**config.mk**
```make
export PLATFORM = sky130hd
export DESIGN_NAME = food_placer
export DESIGN_NICKNAME = d
export VERILOG_FILES = /design/src/rtl/food_placer.sv
export SDC_FILE = /design/constraint.sdc
export NUM_CORES = 1
export LEC_CHECK = 0
export CAP_MARGIN = 0
export CORE_MARGIN = 2
export CORE_UTILIZATION = 55
export CTS_BUF_LIST = sky130_fd_sc_hd__clkbuf_4
export DETAILED_ROUTE_END_ITERATION = 7
export PLACE_DENSITY = 0.8
export SLEW_MARGIN = 20
export SYNTH_ARGS = -nofsm -noshare
export SYNTH_HDL_FRONTEND = slang
export SYNTH_SLANG_ARGS = --single-unit
```
**constraint.sdc**
```tcl
create_clock -name Clock -period 2.41 [get_ports Clock]
set_clock_uncertainty 0.05 [all_clocks]
set_input_delay 0.241 -clock Clock [delete_from_list [all_inputs] [get_ports Clock]]
set_output_delay 0.241 -clock Clock [all_outputs]
set_load 0.05 [all_outputs]
```
**src/rtl/food_placer.sv**
```systemverilog
// food_placer: picks the next food cell after the snake eats.
// Draws LFSR candidates, rejects walls, scans the snake body one piece per cycle, falls back to a sweep.
module food_placer #(
  parameter int unsigned GRID_WIDTH       = 32,
  parameter int unsigned GRID_HEIGHT      = 24,
  parameter int unsigned NUM_SNAKE_PIECES = 16,
  parameter int unsigned MAX_TRIES        = 8,
  localparam int unsigned XB = $clog2(GRID_WIDTH),
  localparam int unsigned YB = $clog2(GRID_HEIGHT),
  localparam int unsigned PB = $clog2(NUM_SNAKE_PIECES)
) (
  input  logic          Clock,
  input  logic          ResetN,
  input  logic          Request,
  input  logic [PB-1:0] SnakeTail,
  output logic [PB-1:0] PieceIndex,
  input  logic [YB-1:0] PieceY,
  input  logic [XB-1:0] PieceX,
  output logic [YB-1:0] FoodY,
  output logic [XB-1:0] FoodX,
  output logic          Busy,
  output logic          Done
);

  localparam int unsigned   TRIES_BITS = $clog2(MAX_TRIES + 1);
  localparam logic [XB-1:0] X_MAX      = XB'(GRID_WIDTH - 2);
  localparam logic [YB-1:0] Y_MAX      = YB'(GRID_HEIGHT - 2);
  localparam logic [TRIES_BITS-1:0] LAST_TRY = TRIES_BITS'(MAX_TRIES - 1);
  localparam logic [15:0]   LFSR_MASK  = 16'hB400;
  localparam logic [15:0]   LFSR_SEED  = 16'hACE1;

  typedef enum logic [1:0] {IDLE, DRAW, SCAN, SWEEP} state_t;

  state_t                  state;
  logic [15:0]             lfsr;
  logic [15:0]             lfsrNext;
  logic [XB-1:0]           rawX;
  logic [XB-1:0]           candX;
  logic [YB-1:0]           rawY;
  logic [YB-1:0]           candY;
  logic [PB-1:0]           tailQ;
  logic [TRIES_BITS-1:0]   tries;
  logic                    sweepMode;
  logic                    rawInRange;
  logic                    pieceHit;

  // Galois LFSR step, raw candidate extraction, wall and body comparisons
  always_comb begin
    lfsrNext   = {1'b0, lfsr[15:1]} ^ (lfsr[0] ? LFSR_MASK : 16'h0000);
    rawX       = lfsr[XB-1:0];
    rawY       = lfsr[15:16-YB];
    rawInRange = (rawX != '0) && (rawX <= X_MAX) && (rawY != '0) && (rawY <= Y_MAX);
    pieceHit   = (PieceY == candY) && (PieceX == candX);
  end

  // Sequencer; the LFSR free-runs in every state so draws decorrelate from game timing
  always_ff @(posedge Clock or negedge ResetN) begin
    if (!ResetN) begin
      state      <= IDLE;
      lfsr       <= LFSR_SEED;
      FoodY      <= YB'(5);
      FoodX      <= XB'(10);
      Busy       <= 1'b0;
      Done       <= 1'b0;
      PieceIndex <= '0;
      tries      <= '0;
      tailQ      <= '0;
      candX      <= '0;
      candY      <= '0;
      sweepMode  <= 1'b0;
    end else begin
      lfsr <= lfsrNext;
      Done <= 1'b0;
      case (state)
        IDLE: begin
          PieceIndex <= '0;
          if (Request) begin
            tailQ     <= SnakeTail;
            tries     <= '0;
            sweepMode <= 1'b0;
            Busy      <= 1'b1;
            state     <= DRAW;
          end
        end
        DRAW: begin
          if (rawInRange) begin
            candY      <= rawY;
            candX      <= rawX;
            PieceIndex <= '0;
            state      <= SCAN;
          end
        end
        SCAN: begin
          if (pieceHit) begin
            PieceIndex <= '0;
            if (sweepMode || tries == LAST_TRY) begin
              sweepMode <= 1'b1;
              state     <= SWEEP;
            end else begin
              tries <= tries + TRIES_BITS'(1);
              state <= DRAW;
            end
          end else if (PieceIndex != tailQ) begin
            PieceIndex <= PieceIndex + PB'(1);
          end else begin
            FoodY      <= candY;
            FoodX      <= candX;
            Done       <= 1'b1;
            Busy       <= 1'b0;
            PieceIndex <= '0;
            state      <= IDLE;
          end
        end
        SWEEP: begin
          // raster step through the playfield interior, wrapping to (1,1)
          if (candX == X_MAX) begin
            candX <= XB'(1);
            candY <= (candY == Y_MAX) ? YB'(1) : candY + YB'(1);
          end else begin
            candX <= candX + XB'(1);
          end
          PieceIndex <= '0;
          state      <= SCAN;
        end
        default: state <= IDLE;
      endcase
    end
  end

endmodule

```
=== Word level (Yosys, flattened, before mapping) ===
Cells that the tools add are included.

* Register bits: 53
* Output and inout bits: 16
* Word-level logic and storage cells: 91

* $add $sub $neg: 4
* Magnitude comparators: 2
* Eq/ne operators: 18
* Multiplexer cells: 33
* Bitwise operators: 3
* Reduce and logical (&&, ||, !) cells: 19

{| class="wikitable"
|+ Operators by type and width
! cell !! count
|-
| 5-bit two-way mux || 5
|-
| 4-bit two-way mux || 6
|-
| 5-bit case mux with 2 select lines || 2
|-
| 16-bit two-way mux || 1
|-
| 2-bit != test (second input constant) || 8
|-
| 15-bit by 16-bit XOR with 16-bit output || 1
|-
| 4-bit case mux with 3 select lines || 1
|-
| 4-bit AND reduction || 3
|-
| 5-bit by 1-bit adder with 5-bit output (second input constant) || 2
|-
| 5-bit == test || 2
|-
| 5-bit == test (second input constant) || 2
|-
| 5-bit <= comparator (second input constant) || 2
|-
| 2-bit two-way mux || 5
|-
| 5-bit nonzero test || 2
|-
| 1-bit two-way mux || 9
|-
| 3-bit AND reduction || 3
|-
| 4-bit by 1-bit adder with 4-bit output (second input constant) || 2
|-
| 2-bit case mux with 4 select lines || 1
|-
| 4-bit case mux with 2 select lines || 1
|-
| 2-bit == test (second input constant) || 2
|-
| 4-bit by 3-bit == test with 1-bit output (second input constant) || 1
|-
| 1-bit logical AND || 4
|-
| 4-bit != test || 1
|-
| 1-bit case mux with 2 select lines || 2
|-
| other kinds (8) || 11
|}

=== Logic depth before layout (Yosys ltp) ===
Gate-level depths: netlist of run 1.

* Word-level depth: 6
* Gate-level depth with buffers: 7
* Gate-level depth less buffers: 7

=== Worst setup path after synthesis of run 1 ===
No wires, ideal clock.

* Path type: flip-flop to flip-flop
* Start: register lfsr[0]
* End: register candX[1]
* Data arrival time: 1.880 ns
* Data required time: 2.235 ns
* Slack: 0.355 ns
* Cell stages (with the launch flop): 8
* Path buffers: 2
* Cell sequence: dfstp_2 -> buf_6 -> or4_4 -> a2bb2oi_2 -> a31oi_4 -> nand2b_1 -> buf_6 -> mux2_4

* Longest elaborated chain between the ends: 6
* Elaborated cells on any way between the ends: 7

{| class="wikitable"
|+ RTL lines
! element !! RTL line !! text
|-
| start: declaration || 35 || <nowiki>logic [15:0] lfsr;</nowiki>
|-
| start signal: assignment || 72 || <nowiki>lfsr <= lfsrNext;</nowiki>
|-
| 5-bit <= comparator / 5-bit nonzero test (equally long branches) || 52 || <nowiki>rawInRange = (rawX != '0) && (rawX <= X_MAX) && (rawY != '0) && (rawY <= Y_MAX);</nowiki>
|-
| 1-bit logical AND * (3 in series) || 52 ||
|-
| 2-bit != test (no source line) * || n/a ||
|-
| 2-bit AND reduction (no source line) * || n/a ||
|-
| end signal: assignment || 88 || <nowiki>candX <= rawX;</nowiki>
|-
| end signal: assignment || 120 || <nowiki>candX <= candX + XB'(1);</nowiki>
|-
| end: declaration || 38 || <nowiki>logic [XB-1:0] candX;</nowiki>
|}

Mark *: on every way between the ends. The rest lies on a longest branch, timed or not.
A chain may end at the register's enable or synchronous reset.

=== Worst setup path in the final report of run 1 ===
* Start: register lfsr[3]
* End: register candX[1]

Same word-level chain as after synthesis.

==> out/metrics.yaml, run 1 <==
run_status: "complete, no violations"
crit_type: "reg -> reg"
worstSetupEndpointType: "flip-flop"
grt_pass1_wl_um: 8180
finish.cell_count_without_fillers: 320
totalWireLength_um: 4720
powerDensity_nw_per_um2: 748
tritoncts: "built"
post_synth_instance_area_um2: 2490
finalWeightedCongestion: 0.840
synthFlopType: "sky130_fd_sc_hd__dfrtp_1"
postSynthNetCount: 246
die_area_um2: 5080
placed_area_um2: 2900
synth_compound_gate_area_share_pct: 11.5
floorplan.initialDensity_pct: 57.2
track_usage_pct: 20.6
post_route_cells_drive_above_1_share_pct: 19.0
clock-root-buffer: "sky130_fd_sc_hd__clkbuf_4"
maxClockFrequency_ghz: 0.471
placement_rows: 24
number_of_failing_setup_endpoints_in_the_final_timing_report: 0
fin_worst_hold_slack_ns: 0.243
final_period_minus_worst_setup_slack_ns: 2.12
area_growth_syn_to_layout_pct: 19.4
post-cts-setup-buffer-count: 0
cts_repair_resize_count: 0
ys_warn_count: 0
max-cap-violations: 0
antenna_left: 0
placed_cells_incl_taps: 311
fillers: 358
core_region_area_um2: 4350
ctsLongestPathBuffers: 2
yosys.area_share.xor_xnor_pct: 6.33
critical_path.reg2reg.endpoint: "candX[1]"
die-width_um: 71.3
clock_sinks: 53
syn_area_per_cell_um2: 11.2
worstSkewPairLatency_ns: 0.36
routed_wire_length_per_instance_um: 14.7
nNetsFinal: 290
synth-simple-area-share_pct: 14.8
power.static_leakage_uw: 0.00136
dp_hpwl_um: 3540
grt_setup_unrepaired: "false"
worst-r2r-cell-count: 5
grt_pass1_vias: 1764
synth_seq_area_share_pct: 53.9
remaining_drc_errors: 0
r2r_slack_ns: 0.29
synthesized_instance_count: 223
worst_path_max_delay_cell: "sky130_fd_sc_hd__or4_4"
post_synth_arst_share_pct: 100
critical_path.reg2reg.startpoint: "lfsr[3]"
timing.critical_path.required_ns: 2.62
cp_cell_sequence: "or4_4, a2bb2oi_2, a31oi_4, nand2b_1, mux2_4"
synth_enable_flop_cells: 0
tightestPinTransition_ns: 0.576
timing_hold_violations_final: 0
main_combinational_cell_family_by_area_after_synthesis: "simple AND/OR/NAND/NOR gates"
top_level_ports: 33
yosysUniqueCellTypes: 46
antenna_found_initial: 0
clk_pin_slew_worst_paths_ns: 0.14
final_area_um2: 2970
clock_tree.htree_level_count: 2
worst-path-max-fanout: 7
post_synth_mux_area_share_pct: 6.79
vias_per_cell: 5.65
diodes: 0
setup_total_negative_slack_ns: 0
maximum_number_of_pins_on_one_net_before_global_route_repair: 22
number_of_flip_flops_and_latches_in_the_synthesized_netlist: 53
cp.buffers_inverters: 0
synthAdderAreaFrac_pct: 3.02
drt-initial-drc-count: 106
cp_top_family: "simple AND/OR/NAND/NOR gates"
vias: 1807
setup.worst_path.start_class: "flip-flop"
die_height_um: 71.3
min-delay-path-class: "in -> async"
min_period_over_period_pct: 88.1
timing.final.max_slew_violations: 0
ir_drop_mv: 0.412
numCtsBuffers: 5
worst_path_largest_cell_delay_ns: 0.54
final_common_cell: "sky130_fd_sc_hd__dfrtp_1"
layout_common_cells: "sky130_fd_sc_hd__dfrtp_1, sky130_fd_sc_hd__clkdlybuf4s50_1, sky130_fd_sc_hd__nand2_1"
drt-pass1-iter-count: 4
finalPower_uw: 2220
io_buffer_count: 32
worst_slew_margin_rel_pct: 61.3
grt_overflow_total: 0
cp_data_arrival_time_ns: 2.34
==> cell families (layout without fill, tap and decap cells) <==
family,after synthesis,in the layout
and+or+nand+nor,71,71
DFF,53,53
AOI/OAI and AO/OA,43,43
xor gates and xnor gates,18,18
buffers and inverters,17,62
muxes,15,15
adders and majority gates,6,6
==> routing by layer <==
layer | global-route usage, % | part of all wire (%)
met1 | 29.3 | 46
met2 | 32.0 | 48
met3 | 5.06 | 4.8
met4 | 5.66 | 0.66
met5 | 0 | 0
==> per-stage QoR <==
stage / setup WS, ns / utilization, %
2_1_floorplan: 0.355 / -
3_5_place_dp: 0.218 / 66.6
3_3_place_gp: 0.268 / 66.6
6_report: 0.287 / 68.2
4_1_cts: 0.284 / 68.2
5_1_grt: 0.156 / 68.2
==> synth_stat cells, types with 4 or more instances <==
cell | number | area share [%]
sky130_fd_sc_hd__a21oi_1 | 5 | 1.0
sky130_fd_sc_hd__nor2b_1 | 4 | 1.0
sky130_fd_sc_hd__xnor2_1 | 4 | 1.4
sky130_fd_sc_hd__nor2_1 | 9 | 1.4
sky130_fd_sc_hd__dfstp_2 | 12 | 13
sky130_fd_sc_hd__o31ai_1 | 5 | 1.5
sky130_fd_sc_hd__mux2_2 | 11 | 5.0
sky130_fd_sc_hd__ha_1 | 6 | 3.0
sky130_fd_sc_hd__inv_1 | 9 | 1.4
sky130_fd_sc_hd__xor2_1 | 14 | 4.9
sky130_fd_sc_hd__nand3_1 | 13 | 2.6
sky130_fd_sc_hd__o21ai_0 | 18 | 3.6
sky130_fd_sc_hd__dfrtp_1 | 41 | 41
sky130_fd_sc_hd__nand2_1 | 21 | 3.2
==> worst reg2reg max path, delay by kind of cell (launching register included) <==
kind	cells	cell delay [ns]
AND/OR/NAND/NOR	2	0.83
flip-flops	1	0.43
AO/OA/AOI/OAI	2	0.40
multiplexers	1	0.32
==> how the worst max path moves through the flow <==
stage,from,end,slack [ns],depth (start not counted)
floorplan,lfsr[0],candX[1],0.35,7
global placement,PieceY[4],FoodX[0],0.27,7
detailed placement,PieceY[2],FoodY[3],0.22,7
CTS,lfsr[3],candX[1],0.28,5
global route,candY[2],state[1],0.16,5
finish,lfsr[3],candX[1],0.29,5
==> repair_timing <==
item                                   CTS  global route
setup endpoints to repair                0             0
hold buffers                             1             0
endpoints found under the hold margin   14             0
==> power breakdown <==
part	internal (µW)	leakage, µW	switching, µW	total (µW)
sequential	985	0.000680	84.3	1070
combinational	306	0.000648	456	762
clock	126	0.0000279	265	391
total	1420	0.00136	806	2220
==> state kept, by name, indices dropped and copies added (netlist names), 4 cells and up <==
name and cells:
PieceIndex 4, FoodY 5, candY 5, FoodX 5, tailQ 4, tries 4, lfsr 16, candX 5
==> layout make-up <==
type	count	area, µm²	area share, %
Sequential cell	53	1340	45.1
Multi-Input combinational cell	153	1060	35.5
Timing Repair Buffer	45	415	14.0
Inverter	9	33.8	1.14
Tap cell	52	65.1	2.19
Clock buffer	6	45.0	1.52
Clock inverter	2	15.0	0.505
Power figures use the tool's default switching activity.
==> run 2, diff against run 1 <==
Clock period 2.41 ns to 2.2 ns, I/O delays scaled along.
==> out/metrics.yaml, run 2 (same netlist as run 1, synthesis figures left out) <==
cp_data_arrival_time_ns: 2.31
crit_type: "reg -> reg"
maximum_number_of_pins_on_one_net_before_global_route_repair: 54
layout_common_cells: "sky130_fd_sc_hd__dfrtp_1, sky130_fd_sc_hd__clkdlybuf4s50_1, sky130_fd_sc_hd__nand2_1"
grt_setup_unrepaired: "false"
final_common_cell: "sky130_fd_sc_hd__dfrtp_1"
powerDensity_nw_per_um2: 822
worst_slew_margin_rel_pct: 57.4
numCtsBuffers: 5
top_level_ports: 33
post-route-util_pct: 68.8
vias: 1856
routed_wire_length_per_instance_um: 14.8
tightestPinTransition_ns: 0.639
clock-root-buffer: "sky130_fd_sc_hd__clkbuf_4"
timing.critical_path.required_ns: 2.42
grt_pass1_vias: 1809
worstSkewPairLatency_ns: 0.38
worst-path-max-fanout: 6
clk_pin_slew_worst_paths_ns: 0.16
totalWireLength_um: 4760
timing_hold_violations_final: 0
ir_drop_mv: 0.720
run_status: "complete, no violations"
min-delay-path-class: "in -> reg"
ctsLongestPathBuffers: 2
min_period_over_period_pct: 94.8
die_height_um: 71.3
diodes: 0
area_growth_syn_to_layout_pct: 20.4
power.static_leakage_uw: 0.00137
clock_sinks: 53
final_period_minus_worst_setup_slack_ns: 2.09
vias_per_cell: 5.76
remaining_drc_errors: 0
nNetsFinal: 292
finish.cell_count_without_fillers: 322
antenna_left: 0
antenna_found_initial: 0
setup.worst_path.start_class: "flip-flop"
post-cts-setup-buffer-count: 0
number_of_failing_setup_endpoints_in_the_final_timing_report: 0
die-width_um: 71.3
timing.final.max_slew_violations: 0
placed_cells_incl_taps: 313
multi_input_area_um2: 1060
post_route_cells_drive_above_1_share_pct: 20.0
drt-pass1-iter-count: 4
track_usage_pct: 20.9
placement_rows: 24
grt_overflow_total: 0
tritoncts: "built"
drt-initial-drc-count: 100
dp_hpwl_um: 3470
max-cap-violations: 0
maxClockFrequency_ghz: 0.479
core_region_area_um2: 4350
sequential_cell_area_um2: 1340
io_buffer_count: 32
fillers: 328
clock_tree.htree_level_count: 2
max_reg_flops: 16
grt_pass1_wl_um: 8340
largest_register: "lfsr"
finalWeightedCongestion: 0.827
floorplan.initialDensity_pct: 57.2
die_area_um2: 5080
worstSetupEndpointType: "flip-flop"
run 2: metal layers:
layer  vias to the layer above  part of all wire [%]  GRT usage, %
li1                        878                     -             -
met4                         0                   1.9          6.92
met5                         -                     0             0
met3                        11                   4.7          4.64
met2                        49                    47          33.3
met1                       918                    46          28.6
run 2: where the power goes:
part	internal [µW]	leakage [µW]	total, µW	switching [µW]
Clock	131	0.0000318	452	321
Sequential	1080	0.000680	1170	93.1
Combinational	335	0.000660	838	504
Total	1540	0.00137	2460	918
run 2: repair_timing:
item / CTS / global route
endpoints found under the hold margin: 41 / 0
gates resized for setup: 0 / 1
hold buffers: 1 / 0
endpoints found under the setup margin: 0 / 10
run 2: through the flow:
step / setup slack, ns / cell area, µm² / setup TNS [ns] / hold WS (ns) / total power, µW
floorplan: 0.145 / 2490 / 0 / -0.126 / 1750
global placement: 0.0468 / 2920 / 0 / 0.297 / 2010
detailed placement: -0.0258 / 2920 / -0.107 / 0.287 / 2020
CTS: 0.108 / 2990 / 0 / 0.287 / 2470
global route: 0.0645 / 3000 / 0 / 0.304 / 2620
finish: 0.114 / 3000 / 0 / 0.290 / 2460
run 2: path summary, 6_finish.rpt:
| kind | slack, ns | cells past startpoint | start | end |
|---|---|---|---|---|
| worst min-delay path | 0.29 | 3 | SnakeTail[1] | tailQ[1] |
| worst max register to register | 0.11 | 5 | lfsr[2] | candX[1] |
| min in group asynchronous | 0.38 | 3 | ResetN | tailQ[3] |
| worst max-delay path | 0.11 | 5 | lfsr[2] | candX[1] |
| max in group asynchronous | 1.25 | 3 | ResetN | tries[0] |
| worst min register to register | 0.32 | 0 | lfsr[7] | lfsr[6] |
run 2: critical path, cell delays in order (launching register included):
cell and delay [ns]:
sky130_fd_sc_hd__dfrtp_1 0.44, sky130_fd_sc_hd__or4_4 0.52, sky130_fd_sc_hd__a2bb2oi_2 0.15, sky130_fd_sc_hd__a31oi_4 0.25
sky130_fd_sc_hd__nand2b_1 0.25, sky130_fd_sc_hd__mux2_4 0.32
run 2: cell type report:
cell class | count | area share [%]
flip-flops and latches | 53 | 44.8
multi-input cells | 153 | 35.5
repair buffers | 47 | 14.4
well taps | 52 | 2.17
clock buffers | 5 | 1.25
inverters | 9 | 1.13
clock inverters | 3 | 0.835
==> run 3, diff against run 2 <==
Clock period 2.2 ns to 2.6 ns, I/O delays scaled along.
==> out/metrics.yaml, run 3 (same netlist as run 1, synthesis figures left out) <==
p_int_uw: 1360
min_period_over_period_pct: 86.6
die_height_um: 71.3
tritoncts: "built"
clock-root-buffer: "sky130_fd_sc_hd__clkbuf_4"
clock_sinks: 53
share_clk_of_total_power_pct: 21.8
max_reg_flops: 16
worst-path-max-fanout: 10
cts_repair_resize_count: 0
totalWireLength_um: 4750
max-cap-violations: 0
drt-pass1-iter-count: 4
power.combinational.fraction_pct: 28.9
maximum_number_of_pins_on_one_net_before_global_route_repair: 23
min-delay-path-class: "in -> async"
vias: 1781
antenna_found_initial: 0
core_region_area_um2: 4350
worst_path_max_delay_cell: "sky130_fd_sc_hd__or4_4"
run_status: "complete, no violations"
timing_hold_violations_final: 0
diodes: 0
grt_setup_unrepaired: "false"
clock_tree.htree_level_count: 2
antenna_left: 0
final_period_minus_worst_setup_slack_ns: 2.25
drt-initial-drc-count: 102
area_growth_syn_to_layout_pct: 18.7
cp_cell_sequence: "or4_4, a2bb2oi_2, a31oi_4, nand2b_1, mux2_4"
sequentialPowerShare_pct: 49.3
top_signal_layer_used: "met4"
setup_total_negative_slack_ns: 0
crit_type: "reg -> reg"
post-route-util_pct: 67.8
met3WireLength_um: 226
ctsLongestPathBuffers: 2
worst_path_largest_cell_delay_ns: 0.54
timing.critical_path.required_ns: 2.82
route.met2.wl_um: 2280
clk_pin_slew_worst_paths_ns: 0.15
grt_overflow_total: 0
worst_slew_margin_rel_pct: 59.6
ir_drop_mv: 0.320
remaining_drc_errors: 0
floorplan.initialDensity_pct: 57.2
finalWeightedCongestion: 0.789
power.net_switching_uw: 744
tightestPinTransition_ns: 0.601
powerDensity_nw_per_um2: 711
worstSetupEndpointType: "flip-flop"
switching_share_pct: 35.4
timing.final.max_slew_violations: 0
cp_top_family: "simple AND/OR/NAND/NOR gates"
final_common_cell: "sky130_fd_sc_hd__dfrtp_1"
nNetsFinal: 285
track_usage_pct: 20.1
largest_register: "lfsr"
routed_wire_length_per_instance_um: 15.1
post_route_cells_drive_above_1_share_pct: 17.1
setup.worst_path.start_class: "flip-flop"
grt_pass1_vias: 1700
power.static_leakage_uw: 0.00134
layout_common_cells: "sky130_fd_sc_hd__dfrtp_1, sky130_fd_sc_hd__clkdlybuf4s50_1, sky130_fd_sc_hd__nand2_1"
dp_hpwl_um: 3380
wl_met1_um: 2170
maxClockFrequency_ghz: 0.444
die-width_um: 71.3
worstSkewPairLatency_ns: 0.38
cp_data_arrival_time_ns: 2.47
numCtsBuffers: 5
number_of_failing_setup_endpoints_in_the_final_timing_report: 0
vias_per_cell: 5.65
die_area_um2: 5080
grt_pass1_wl_um: 7960
io_buffer_count: 32
placement_rows: 24
top_level_ports: 33
cp.buffers_inverters: 0
## run 3: cell count changes in the layout (fill, tap and decap cells not counted), sizes merged
cell	delta
buf	-7
bufinv	+1
inv	-1
## run 3: power by group through the flow
stage	combinational [µW]	clock, µW	sequential [µW]
2_1_floorplan	397	0	1080
3_3_place_gp	602	0	1050
3_5_place_dp	602	0	1050
4_1_cts	609	472	1040
5_1_grt	667	501	1050
6_report	607	458	1040
## run 3: what timing repair did
item                                   in CTS  in global routing
hold buffers                                1                  0
endpoints found under the hold margin      13                  0
buffers inserted                            0                  0
## run 3: final timing paths
kind,cells after the start,start,endpoint,slack [ns]
max,5,lfsr[3],candX[1],0.35
min,2,ResetN,tailQ[1],0.22
max reg2reg,5,lfsr[3],candX[1],0.35
min reg2reg,0,lfsr[6],lfsr[5],0.32
max in group asynchronous,3,ResetN,lfsr[0],1.62
min in group Clock,0,lfsr[6],lfsr[5],0.32
## run 3: final cells by class
class | count | area (µm²)
sequential | 53 | 1340
clock buffer | 5 | 37.5
inverter | 9 | 33.8
tap | 52 | 65.1
timing repair buffer | 40 | 378
fill | 347 | 1400
multi-input combinational | 153 | 1060
clock inverter | 3 | 41.3
## run 3: routing by layer
| metal | global-route usage, % | vias up |
|---|---|---|
| li1 | - | 860 |
| met1 | 27.6 | 872 |
| met2 | 31.9 | 44 |
| met3 | 4.50 | 5 |
| met4 | 6.92 | 0 |
| met5 | 0 | - |
## run 3: stage by stage
stage          power, µW  hold slack (ns)  std cells  setup slack (ns)  instance area (µm²)
2_1_floorplan       1480          -0.0856        223             0.545                 2490
3_3_place_gp        1650            0.119        306             0.267                 2860
3_5_place_dp        1660            0.121        306             0.303                 2860
4_1_cts             2120            0.223        315             0.354                 2950
5_1_grt             2220            0.260        315             0.280                 2950
6_report            2100            0.222        315             0.349                 2950
